File: src/rtl/apb_square_master.sv
// apb_square_master
//   For each accepted client request, runs three APB transfers against the
//   rectangle-area peripheral: write side a, write side b, read the area.
//   Returns the area, or an error flag if a transfer times out.
//
// Parameters
//   A_ADDR, B_ADDR, AREA_ADDR : 4-bit register addresses, zero-extended onto PADDR
//   TIMEOUT                   : ACCESS cycles allowed per transfer (2..255)
// Ports
//   PCLK, PRESETn                       : clock, async active-low reset
//   req_valid/req_ready/req_a/req_b     : request handshake and operands
//   rsp_valid/rsp_ready/rsp_area/rsp_error : response handshake and result
//   PSEL/PENABLE/PWRITE/PADDR/PWDATA/PRDATA/PREADY : APB master port
module apb_square_master #(
  parameter logic [3:0]  A_ADDR    = 4'h0,
  parameter logic [3:0]  B_ADDR    = 4'h4,
  parameter logic [3:0]  AREA_ADDR = 4'h8,
  parameter int unsigned TIMEOUT   = 16
) (
  input  logic        PCLK,
  input  logic        PRESETn,
  input  logic        req_valid,
  output logic        req_ready,
  input  logic [31:0] req_a,
  input  logic [31:0] req_b,
  output logic        rsp_valid,
  input  logic        rsp_ready,
  output logic [31:0] rsp_area,
  output logic        rsp_error,
  output logic        PSEL,
  output logic        PENABLE,
  output logic        PWRITE,
  output logic [31:0] PADDR,
  output logic [31:0] PWDATA,
  input  logic [31:0] PRDATA,
  input  logic        PREADY
);

  typedef enum logic [1:0] {StIdle, StSetup, StAccess, StResp} state_e;

  state_e      r_state,     w_state_nxt;
  logic [31:0] r_a,         w_a_nxt;
  logic [31:0] r_b,         w_b_nxt;
  logic [1:0]  r_idx,       w_idx_nxt;
  logic [7:0]  r_cnt,       w_cnt_nxt;
  logic        r_req_ready, w_req_ready_nxt;
  logic        r_rsp_valid, w_rsp_valid_nxt;
  logic [31:0] r_rsp_area,  w_rsp_area_nxt;
  logic        r_rsp_error, w_rsp_error_nxt;
  logic        r_psel,      w_psel_nxt;
  logic        r_penable,   w_penable_nxt;
  logic        r_pwrite,    w_pwrite_nxt;
  logic [31:0] r_paddr,     w_paddr_nxt;
  logic [31:0] r_pwdata,    w_pwdata_nxt;

  always_ff @(posedge PCLK or negedge PRESETn) begin
    if (!PRESETn) begin
      r_state     <= StIdle;
      r_a         <= '0;
      r_b         <= '0;
      r_idx       <= '0;
      r_cnt       <= '0;
      r_req_ready <= 1'b0;
      r_rsp_valid <= 1'b0;
      r_rsp_area  <= '0;
      r_rsp_error <= 1'b0;
      r_psel      <= 1'b0;
      r_penable   <= 1'b0;
      r_pwrite    <= 1'b0;
      r_paddr     <= '0;
      r_pwdata    <= '0;
    end else begin
      r_state     <= w_state_nxt;
      r_a         <= w_a_nxt;
      r_b         <= w_b_nxt;
      r_idx       <= w_idx_nxt;
      r_cnt       <= w_cnt_nxt;
      r_req_ready <= w_req_ready_nxt;
      r_rsp_valid <= w_rsp_valid_nxt;
      r_rsp_area  <= w_rsp_area_nxt;
      r_rsp_error <= w_rsp_error_nxt;
      r_psel      <= w_psel_nxt;
      r_penable   <= w_penable_nxt;
      r_pwrite    <= w_pwrite_nxt;
      r_paddr     <= w_paddr_nxt;
      r_pwdata    <= w_pwdata_nxt;
    end
  end

  always_comb begin
    w_state_nxt     = r_state;
    w_a_nxt         = r_a;
    w_b_nxt         = r_b;
    w_idx_nxt       = r_idx;
    w_cnt_nxt       = r_cnt;
    w_req_ready_nxt = r_req_ready;
    w_rsp_valid_nxt = r_rsp_valid;
    w_rsp_area_nxt  = r_rsp_area;
    w_rsp_error_nxt = r_rsp_error;
    w_psel_nxt      = r_psel;
    w_penable_nxt   = r_penable;
    w_pwrite_nxt    = r_pwrite;
    w_paddr_nxt     = r_paddr;
    w_pwdata_nxt    = r_pwdata;

    unique case (r_state)
      StIdle: begin
        // req_ready first rises on the edge after reset release
        w_req_ready_nxt = 1'b1;
        if (req_valid && r_req_ready) begin
          w_state_nxt     = StSetup;
          w_a_nxt         = req_a;
          w_b_nxt         = req_b;
          w_idx_nxt       = 2'd0;
          w_req_ready_nxt = 1'b0;
          w_psel_nxt      = 1'b1;
          w_penable_nxt   = 1'b0;
          w_pwrite_nxt    = 1'b1;
          w_paddr_nxt     = 32'(A_ADDR);
          w_pwdata_nxt    = req_a;
        end
      end
      StSetup: begin
        w_state_nxt   = StAccess;
        w_penable_nxt = 1'b1;
        w_cnt_nxt     = '0;
      end
      StAccess: begin
        if (PREADY) begin
          w_penable_nxt = 1'b0;
          if (r_idx == 2'd2) begin
            w_state_nxt     = StResp;
            w_psel_nxt      = 1'b0;
            w_rsp_valid_nxt = 1'b1;
            w_rsp_area_nxt  = PRDATA;
            w_rsp_error_nxt = 1'b0;
          end else begin
            w_state_nxt = StSetup;
            w_idx_nxt   = r_idx + 2'd1;
            if (r_idx == 2'd0) begin
              w_pwrite_nxt = 1'b1;
              w_paddr_nxt  = 32'(B_ADDR);
              w_pwdata_nxt = r_b;
            end else begin
              w_pwrite_nxt = 1'b0;
              w_paddr_nxt  = 32'(AREA_ADDR);
              w_pwdata_nxt = '0;
            end
          end
        end else if (r_cnt == 8'(TIMEOUT - 1)) begin
          // Abort: skip the remaining transfers and report the error
          w_state_nxt     = StResp;
          w_psel_nxt      = 1'b0;
          w_penable_nxt   = 1'b0;
          w_rsp_valid_nxt = 1'b1;
          w_rsp_area_nxt  = '0;
          w_rsp_error_nxt = 1'b1;
        end else begin
          w_cnt_nxt = r_cnt + 8'd1;
        end
      end
      StResp: begin
        if (rsp_ready) begin
          w_state_nxt     = StIdle;
          w_rsp_valid_nxt = 1'b0;
          w_req_ready_nxt = 1'b1;
        end
      end
      default: w_state_nxt = StIdle;
    endcase
  end

  assign req_ready = r_req_ready;
  assign rsp_valid = r_rsp_valid;
  assign rsp_area  = r_rsp_area;
  assign rsp_error = r_rsp_error;
  assign PSEL      = r_psel;
  assign PENABLE   = r_penable;
  assign PWRITE    = r_pwrite;
  assign PADDR     = r_paddr;
  assign PWDATA    = r_pwdata;

endmodule

File: config.mk
export PLATFORM = sky130hd
export DESIGN_NAME = apb_square_master
export DESIGN_NICKNAME = d
export VERILOG_FILES = /design/src/rtl/apb_square_master.sv
export SDC_FILE = /design/constraint.sdc
export NUM_CORES = 1
export LEC_CHECK = 0
export ABC_AREA = 1
export BUFFER_PORTS_ARGS = -buffer_cell sky130_fd_sc_hd__buf_2
export CAP_MARGIN = 25
export CORE_ASPECT_RATIO = 1.75
export CORE_MARGIN = 8
export CORE_UTILIZATION = 39
export CTS_BUF_LIST = sky130_fd_sc_hd__clkbuf_4
export DETAILED_ROUTE_END_ITERATION = 8
export GPL_ROUTABILITY_DRIVEN = 0
export HOLD_SLACK_MARGIN = 0.08
export PLACE_DENSITY = 0.68
export SLEW_MARGIN = 10
export SYNTH_ARGS = -nofsm -noshare
export SYNTH_HDL_FRONTEND = slang
export SYNTH_SLANG_ARGS = --single-unit
File: constraint.sdc
create_clock -name PCLK -period 2.9 [get_ports PCLK]
set_input_delay 0.435 -clock PCLK [delete_from_list [all_inputs] [get_ports PCLK]]
set_output_delay 0.435 -clock PCLK [all_outputs]
set_load 0.02 [all_outputs]
## After elaboration in Yosys (flattened, before gate mapping)

Index checks and enable logic that the tools add are counted.

- Add/sub/neg operators: 2
- Equality and inequality tests: 14
- Multiplexer cells: 47
- Reductions and logical operators: 18

Operator list:

| cell | number |
|---|---|
| 32-bit two-way mux | 10 |
| 32-bit case mux with 2 select lines | 2 |
| 1-bit two-way mux | 16 |
| 2-bit two-way mux | 8 |
| 8-bit two-way mux | 2 |
| 8-bit case mux with 2 select lines | 1 |
| 2-bit inequality test (second input constant) | 6 |
| 3-bit AND reduction | 4 |
| 4-bit AND reduction | 3 |
| 2-bit nonzero test | 5 |
| 8-bit by 1-bit adder with 8-bit output (second input constant) | 1 |
| 8-bit by 4-bit == test with 1-bit output (second input constant) | 1 |
| 1-bit case mux with 2 select lines | 4 |
| 2-bit case mux with 4 select lines | 1 |
| 2-bit == test (second input constant) | 3 |
| 3-bit inequality test (second input constant) | 2 |
| 2-bit logical NOT | 2 |
| 4-bit two-way mux | 1 |
| 2-bit case mux with 2 select lines | 1 |
| 2-bit AND reduction | 2 |
| 1-bit case mux with 3 select lines | 1 |
| 3-bit nonzero test | 1 |
| 2-bit by 1-bit adder with 2-bit output (second input constant) | 1 |
| 2-bit by 1-bit == test with 1-bit output (second input constant) | 1 |
| other kinds (2) | 2 |

- Flip-flop bits (word level): 146
- Input bits: 101
- Output and inout port bits: 102
- Word-level logic and storage cells: 94

## Longest topological paths before layout

Gate-level depths: netlist of run 1.

- Depth in word-level cells: 5
- Mapped depth: 10
- Depth with buffers taken out: 9

## Worst setup path after synthesis of run 1

Ideal clock, no wire load.

- Path kind: register to register
- From: register r_idx[0]
- To: register r_pwdata[4] (netlist: PWDATA[4])
- Setup time: 0.081 ns
- Data arrival time: 1.361 ns
- Slack: 1.457 ns
- Cell stages (with the launch flop): 10
- Path buffers: 2
- Cell sequence: dfrtp_1 > inv_1 > ha_1 > nor2_8 > nand2_4 > nand2_4 > buf_6 > buf_6 > nor2_1 > a31oi_2

- Cells in the longest elaborated chain, start to end: 5
- Elaborated cells on any way between the ends: 8
- Classes of those cells: eq/ne (2); mux (4); reduce/logical (2)

RTL lines:

| element | RTL line | source |
|---|---|---|
| start: declaration | 44 | `logic [1:0] r_idx, w_idx_nxt;` |
| start signal: assignment | 76 | `r_idx <= w_idx_nxt;` |
| 2-bit logical NOT | 140 | `if (r_idx == 2'd0) begin` |
| 32-bit two-way mux | 140 |  |
| 32-bit two-way mux | 131 | `if (r_idx == 2'd2) begin` |
| 32-bit two-way mux | 129 | `if (PREADY) begin` |
| 32-bit case mux with 2 select lines | 106 | `unique case (r_state)` |
| end signal: assignment | 86 | `r_pwdata <= w_pwdata_nxt;` |
| end: declaration | 54 | `logic [31:0] r_pwdata, w_pwdata_nxt;` |

Several ways; a longest one is shown, not always the timed one. The select of a mux whose other input is x is not followed.
A chain may end at the register's enable or synchronous reset.

## Worst setup path in the final report of run 1

- From: register r_state[0]
- To: register r_pwdata[24] (netlist: PWDATA[24])

- Cells in the longest elaborated chain, start to end: 3
- Elaborated cells on any way between the ends: 8
- Classes of those cells: eq/ne (4); mux (1); reduce/logical (3)

RTL lines:

| element | RTL line | source |
|---|---|---|
| start: declaration | 41 | `state_e r_state, w_state_nxt;` |
| start signal: assignment | 58 | `r_state <= StIdle;` |
| start signal: assignment | 73 | `r_state <= w_state_nxt;` |
| 2-bit == test / 2-bit logical NOT (equally long branches) | - |  |
| 2-bit inequality test (no source line) / 2-bit nonzero test (equally long branches) | - |  |
| 4-bit AND reduction (no source line) | - |  |

Several ways; a longest one is shown, not always the timed one.

==> results of run 1 <==
==> cells in the mapped netlist, types with 3 or more instances <==
cell type  number
a31oi_2         5
dfrtp_1       116
ha_1            3
buf_4          36
nor2_1         26
a31oi_1         7
clkbuf_1       10
nand2_4         3
nand2_1       255
buf_2           8
o21ai_0         8
buf_6           7
inv_2           4
inv_1          14
nand3_1        97
==> layout make-up <==
| class | instances | area [um^2] | share of cell area (%) |
|---|---|---|---|
| flip-flops and latches | 116 | 2903 | 43.58 |
| multi-input cells | 449 | 2008 | 30.15 |
| repair buffers | 203 | 1189 | 17.84 |
| well taps | 174 | 217.7 | 3.268 |
| clock inverters | 15 | 146.4 | 2.198 |
| clock buffers | 17 | 127.6 | 1.916 |
| inverters | 18 | 67.56 | 1.014 |
| diodes | 1 | 2.502 | 0.03757 |
==> worst max-delay path: cells and delay by family (launching register included) <==
family,cells,cell delay [ps]
AND/OR/NAND/NOR,5,940
buffers and inverters,3,710
flip-flops,1,450
==> metal layers <==
| metal | share of wire [%] | up-vias |
|---|---|---|
| li1 | - | 2280 |
| met1 | 37 | 2143 |
| met2 | 53 | 160 |
| met3 | 7.7 | 20 |
| met5 | 0 | - |
| met4 | 2.0 | 0 |
==> power breakdown <==
part	switching [mW]	leakage, nW	internal, mW
Clock	0.707	0.144	0.448
Sequential	0.400	1.45	2.33
Combinational	2.00	2.07	0.963
Total	3.11	3.66	3.74
==> flip-flops by register name, summed over array words and instances, names as in the netlist <==
name / cells
PADDR: 2
PENABLE: 1
PSEL: 1
PWDATA: 32
PWRITE: 1
r_b: 32
r_cnt: 8
r_idx: 2
r_state: 2
req_ready: 1
rsp_area: 32
rsp_error: 1
rsp_valid: 1
==> logic make-up (layout without fill, tap and decap cells) <==
| logic type | count (synthesis) | in the layout | share of synthesized area (%) |
|---|---|---|---|
| fa+ha+maj | 3 | 3 | 0.7088 |
| simple gates | 392 | 392 | 31.82 |
| buf+inv | 79 | 253 | 9.332 |
| compound gates | 23 | 23 | 3.095 |
| xor+xnor | 1 | 1 | 0.1654 |
| flops | 116 | 116 | 54.81 |
| other cells | 1 | 31 | 0.07080 |
==> worst max-delay path by stage <==
stage / start / endpoint / slack (ps)
finish: r_state[0] / PWDATA[24] / 660
floorplan: r_idx[0] / PWDATA[4] / 1460
CTS: r_state[0] / PWDATA[24] / 620
detailed placement: r_state[0] / PWDATA[11] / 660
global placement: r_state[0] / PADDR[2] / 710
global route: r_state[0] / PWDATA[24] / 380
==> per-stage QoR <==
| step | std cells | util (%) | instance area, um^2 | total power [mW] | worst slack, ps |
|---|---|---|---|---|---|
| after floorplan | 644 | - | 5405 | 4.814 | 1457 |
| after global placement | 935 | 45.95 | 6117 | 5.673 | 705.6 |
| after detailed placement | 935 | 45.95 | 6117 | 5.731 | 659.5 |
| after CTS | 990 | 49.74 | 6621 | 6.916 | 621.3 |
| after global routing | 993 | 50.04 | 6661 | 7.382 | 377.7 |
| final | 993 | 50.04 | 6661 | 6.851 | 658.9 |
==> out/metrics.csv, run 1 <==
stage;metric;value;unit
logic_synthesis;Cell variety after synth;27;
logic_synthesis;sequential share of the synthesized area;54.81;%
logic_synthesis;Synth area leaders;dfrtp_1 55%, nand2_1 18%, nand3_1 9.2%;
timing;WHS;118.3;ps
critical_path;Worst setup SP type;flop;
global_route;vias in the first global route;4771;
critical_path;CP required;3290;ps
clock_tree;Longest Clk Path Bufs;2;
logic_synthesis;Syn Inst Count;615;
critical_path;R2R setup slack;660;ps
logic_synthesis;largest area contributor in the netlist;dfrtp_1;
route;Routed WL per cell;14.81;um
floorplanning;die height;170.2;um
clock_tree;cts bufs inserted;17;
place;PortBufs;172;
job;MaxCap Viol Count;0;
critical_path;worst setup path category;reg -> reg;
route;via count;4603;
clock_tree;post-CTS setup buffer count;0;
logic_synthesis;syn_area_per_cell;8.612;um^2
clock_tree;clock tree from TritonCTS;built;
critical_path;Worst Path Arrival;2630;ps
timing;fmax;446.2;MHz
floorplanning;Die Width;104.1;um
clock_tree;CTS H-tree lvls;4;
critical_path;Register-to-Register Path Depth;8;
global_route;met2 usage;30.10;%
clock_tree;Worst-Skew Late Latency;530;ps
timing;slew margin rel.;55.48;%
layout;post-layout net count;909;
layout;share of cells above drive strength 1;28.48;%
logic_synthesis;Post-synth EDFFs;0;
route;DRC;0;
critical_path;crit path cell chain;inv_2, nand2_2, inv_2, nand2_4, nand2_4, inv_2, nand2_1, nand3_1;
global_route;initial antenna violation count;1;
route;DR vias/cell;4.635;
route;post-route ant nets;0;
logic_synthesis;Syn Std Cell Area;5296;um^2
critical_path;worst reg2reg endpoint;PWDATA[24];
critical_path;CP Capture Type;flop;
route;drt first pass iters;6;
logic_synthesis;register bit total from synthesis;116;
global_route;GRT Max-Usage Layer;met2;
clock_tree;CTS Hold Buffers Added;23;
clock_tree;Clock Sinks;116;
layout;synthesis-to-layout area growth;25.77;%
logic_synthesis;Synth top area share;54.81;%
global_route;first-pass GRT wire length;23.75;mm
critical_path;Crit Path Max Fanout;47;
timing;actual slew at the worst max-slew pin;667.8;ps
critical_path;critical register-to-register path startpoint;r_state[0];
layout;commonest non-fill, non-tap cells in the layout;255 x nand2_1, 171 x buf_2, 116 x dfrtp_1, 97 x nand3_1, 30 x conb_1;
power_and_ir_drop;Leak;3.660;nW
timing;final setup fails;0;
timing;period utilization;77.28;%
clock_tree;CTS Root Cell;clkbuf_4;
timing;Max Clock Skew;24.56;ps
layout;commonest non-fill, non-tap cell in the layout;nand2_1;
clock_tree;CTS clk-pin slew, worst paths;120;ps
critical_path;cell mode on critical path;inv_2;
timing;RSZ-0062 raised after global routing;false;
critical_path;CP max stage delay;450;ps
logic_synthesis;ys async rst share;100.0;%
floorplanning;I/O pins;203;
critical_path;slowest library cell on the worst path;dfrtp_1;
timing;Final Critical Period;2241;ps
floorplanning;FP Rows;56;
hold_path;WHS Endpoint;r_b[3];
global_route;largest net degree at the start of global routing;52;
place;post-DP HPWL;10.64;mm
timing;final hold violations;0;
floorplanning;core area;13310;um^2
global_route;GRT Total Usage;16.77;%
route;WL final;14.71;mm
hold_path;WHS Path Cells;3;
floorplanning;initial core utilization;39.78;%
route;DR iter-0 viols;165;
power_and_ir_drop;power density over cell area;1028;nW/um^2
outcome;status;finished, final reports clean;
floorplanning;DIE AREA;17710;um^2
logic_synthesis;dominant synthesized flop cell;dfrtp_1;
power_and_ir_drop;VDD IR max;0.5804;mV
timing;setup TNS;0;ps
logic_synthesis;Yosys warnings;0;
timing;fin. max-slew vios;0;
hold_path;worst min-delay path class;in -> reg;
layout;filler cell count;1343;
global_route;met3 Resource Use GR;5.755;%
global_route;M1 GR Usage;17.32;%
global_route;total grt overflow;0;
clock_tree;CTS resizes;0;
hold_path;min-delay src;req_b[3];
No activity file was read; power rests on OpenSTA's default activity.
==> run 2, diff against run 1 <==
- PLACE_DENSITY: 0.68 -> 0.71
- clock period: 2.9 -> 1.9 ns (I/O delays scaled with it)
==> run 2 against run 1 <==
  * Maximum frequency up 38%
  * Via count up 11%
  * Count of clock-buffer cells in the layout up 1
  * Highest routed layer unchanged
  * Critical path depth unchanged
  * Combinational power up 64%
  * Non-clock buffer count up 84
==> out/metrics.csv, run 2 (synthesis gave the netlist of run 1 again) <==
stage;metric;value;unit;change
clock_tree;CTS resizes;0;;unchanged
route;post-route ant nets;0;;unchanged
timing;final hold violations;0;;unchanged
timing;fmax;615.1;MHz;+38%
route;DRC;0;;unchanged
clock_tree;post-CTS setup buffer count;0;;unchanged
timing;final setup fails;0;;unchanged
floorplanning;I/O pins;203;;unchanged
clock_tree;Worst-Skew Late Latency;530;ps;about the same
global_route;GRT Total Usage;19.22;%;+2.4 points
timing;fin. max-slew vios;0;;unchanged
timing;Final Critical Period;1626;ps;-615.3 ps
floorplanning;core area;13310;um^2;unchanged
job;MaxCap Viol Count;0;;unchanged
layout;share of cells above drive strength 1;26.94;%;-1.5 points
layout;post-layout net count;993;;+9.2%
route;WL final;16.82;mm;+14%
critical_path;CP Capture Type;flop;;
power_and_ir_drop;power density over cell area;1464;nW/um^2;+42%
timing;WHS;143.4;ps;+25.09 ps
floorplanning;die height;170.2;um;unchanged
timing;RSZ-0062 raised after global routing;false;;
clock_tree;cts bufs inserted;17;;unchanged
floorplanning;Die Width;104.1;um;unchanged
critical_path;worst setup path category;reg -> reg;;
global_route;largest net degree at the start of global routing;41;;-21%
floorplanning;FP Rows;56;;unchanged
global_route;vias in the first global route;5501;;+15%
timing;Max Clock Skew;21.21;ps;-3.347 ps
hold_path;worst min-delay path class;in -> reg;;
floorplanning;initial core utilization;39.78;%;unchanged
critical_path;R2R setup slack;270;ps;-380 ps
layout;commonest non-fill, non-tap cell in the layout;nand2_1;;
critical_path;cell mode on critical path;nand2_4;;
critical_path;slowest library cell on the worst path;dfrtp_1;;
route;drt first pass iters;4;;-2
timing;final worst-path setup slack;274.2;ps;-384.7 ps
critical_path;Worst Path Arrival;2050;ps;-580 ps
power_and_ir_drop;VDD IR max;0.9074;mV;+56%
layout;Final Cell Area;7523;um^2;+13%
clock_tree;CTS H-tree lvls;4;;unchanged
place;Placed Cells;946;;+1.2%
timing;setup TNS;0;ps;unchanged
clock_tree;CTS Root Cell;clkbuf_4;;
global_route;first-pass GRT wire length;27.13;mm;+14%
place;placed inst area;6225;um^2;+1.8%
clock_tree;Clock Sinks;116;;unchanged
critical_path;CP max stage delay;370;ps;-80 ps
place;post-DP HPWL;11.12;mm;+4.5%
place;PortBufs;172;;unchanged
clock_tree;clock tree from TritonCTS;built;;
critical_path;CP required;2320;ps;-970 ps
route;via count;5098;;+11%
layout;filler cell count;1198;;-11%
route;Routed WL per cell;15.62;um;+5.5%
outcome;status;finished, final reports clean;;
global_route;initial antenna violation count;1;;unchanged
layout;synthesis-to-layout area growth;42.05;%;
clock_tree;CTS clk-pin slew, worst paths;120;ps;about the same
clock_tree;Longest Clk Path Bufs;2;;unchanged
global_route;total grt overflow;0;;unchanged
critical_path;crit path cell chain;inv_1, ha_1, nor2_8, nand2_4, nand2_4, buf_4, o21ai_0, o21a_1;;
critical_path;Worst setup SP type;flop;;
route;DR vias/cell;4.734;;+2.1%
floorplanning;DIE AREA;17710;um^2;unchanged
route;DR iter-0 viols;204;;+24%
layout;Finished Core Util;56.51;%;+6.5 points
layout;commonest non-fill, non-tap cells in the layout;255 x nand2_1, 171 x buf_2, 116 x dfrtp_1, 98 x dlygate4sd3_1, 97 x nand3_1;;
power_and_ir_drop;overall power;11.01;mW;+61%
power_and_ir_drop;Leak;4.028;nW;+10%
critical_path;Crit Path Max Fanout;17;;-64%
layout;Non-Filler Instances;1077;;+8.5%
place;Setup Slack @ Placement;256.5;ps;-403.1 ps
timing;period utilization;85.57;%;+8.3 points
## run 2: cell count changes in the layout (fill, tap and decap cells not counted), moves of 2 or more
cell,change
clkinv_2,-2
clkinv_4,+2
clkinvlp_4,+2
dlygate4sd3_1,+74
bufinv_16,+2
inv_8,-2
inv_6,-3
buf_12,+2
buf_4,+9
## run 2: report_power, final
| group | leakage (nW) | internal (mW) | switching (mW) |
|---|---|---|---|
| clock | 0.151 | 0.940 | 1.02 |
| combinational | 2.43 | 1.67 | 3.18 |
| sequential | 1.45 | 3.56 | 0.646 |
| total | 4.03 | 6.17 | 4.84 |
## run 2: what timing repair did
action                                  4_1_cts  5_1_grt
endpoints found under the setup margin        0        0
hold buffers                                 98        0
hold endpoints to repair                    214        0
## run 2: worst max-delay path: cells and delay by family, from the launching register on
kind	cells	cell delay (ps)
buffers and inverters	2	290
and+or+nand+nor	3	350
DFF	1	370
AOI/OAI and AO/OA	2	270
adders and majority gates	1	260
## run 2: area by class of cell
class / instances / area (um^2) / area share (%)
flip-flops and latches: 116 / 2903 / 38.58
clock buffers: 18 / 135.1 / 1.796
well taps: 174 / 217.7 / 2.894
repair buffers: 287 / 2009 / 26.71
multi-input cells: 449 / 2008 / 26.69
clock inverters: 14 / 180.2 / 2.395
diodes: 1 / 2.502 / 0.03326
inverters: 18 / 67.56 / 0.8981
## run 2: path summary, 6_finish.rpt
path,from,end,cells after the start
setup / recovery,r_idx[0],PADDR[3],8
hold / removal,req_valid,PENABLE,4
setup reg to reg,r_idx[0],PADDR[3],8
hold reg to reg,rsp_area[30],rsp_area[30],2
max in group asynchronous,PRESETn,rsp_area[15],3
min in group asynchronous,PRESETn,rsp_area[8],2
## run 2: routing by layer
metal  GRT usage [%]  part of all wire (%)  vias up
met4           13.11                   5.4        0
met5               0                     0        -
met2           33.27                    51      205
met3           5.793                   5.7       58
li1                -                     -     2443
met1           19.63                    37     2392
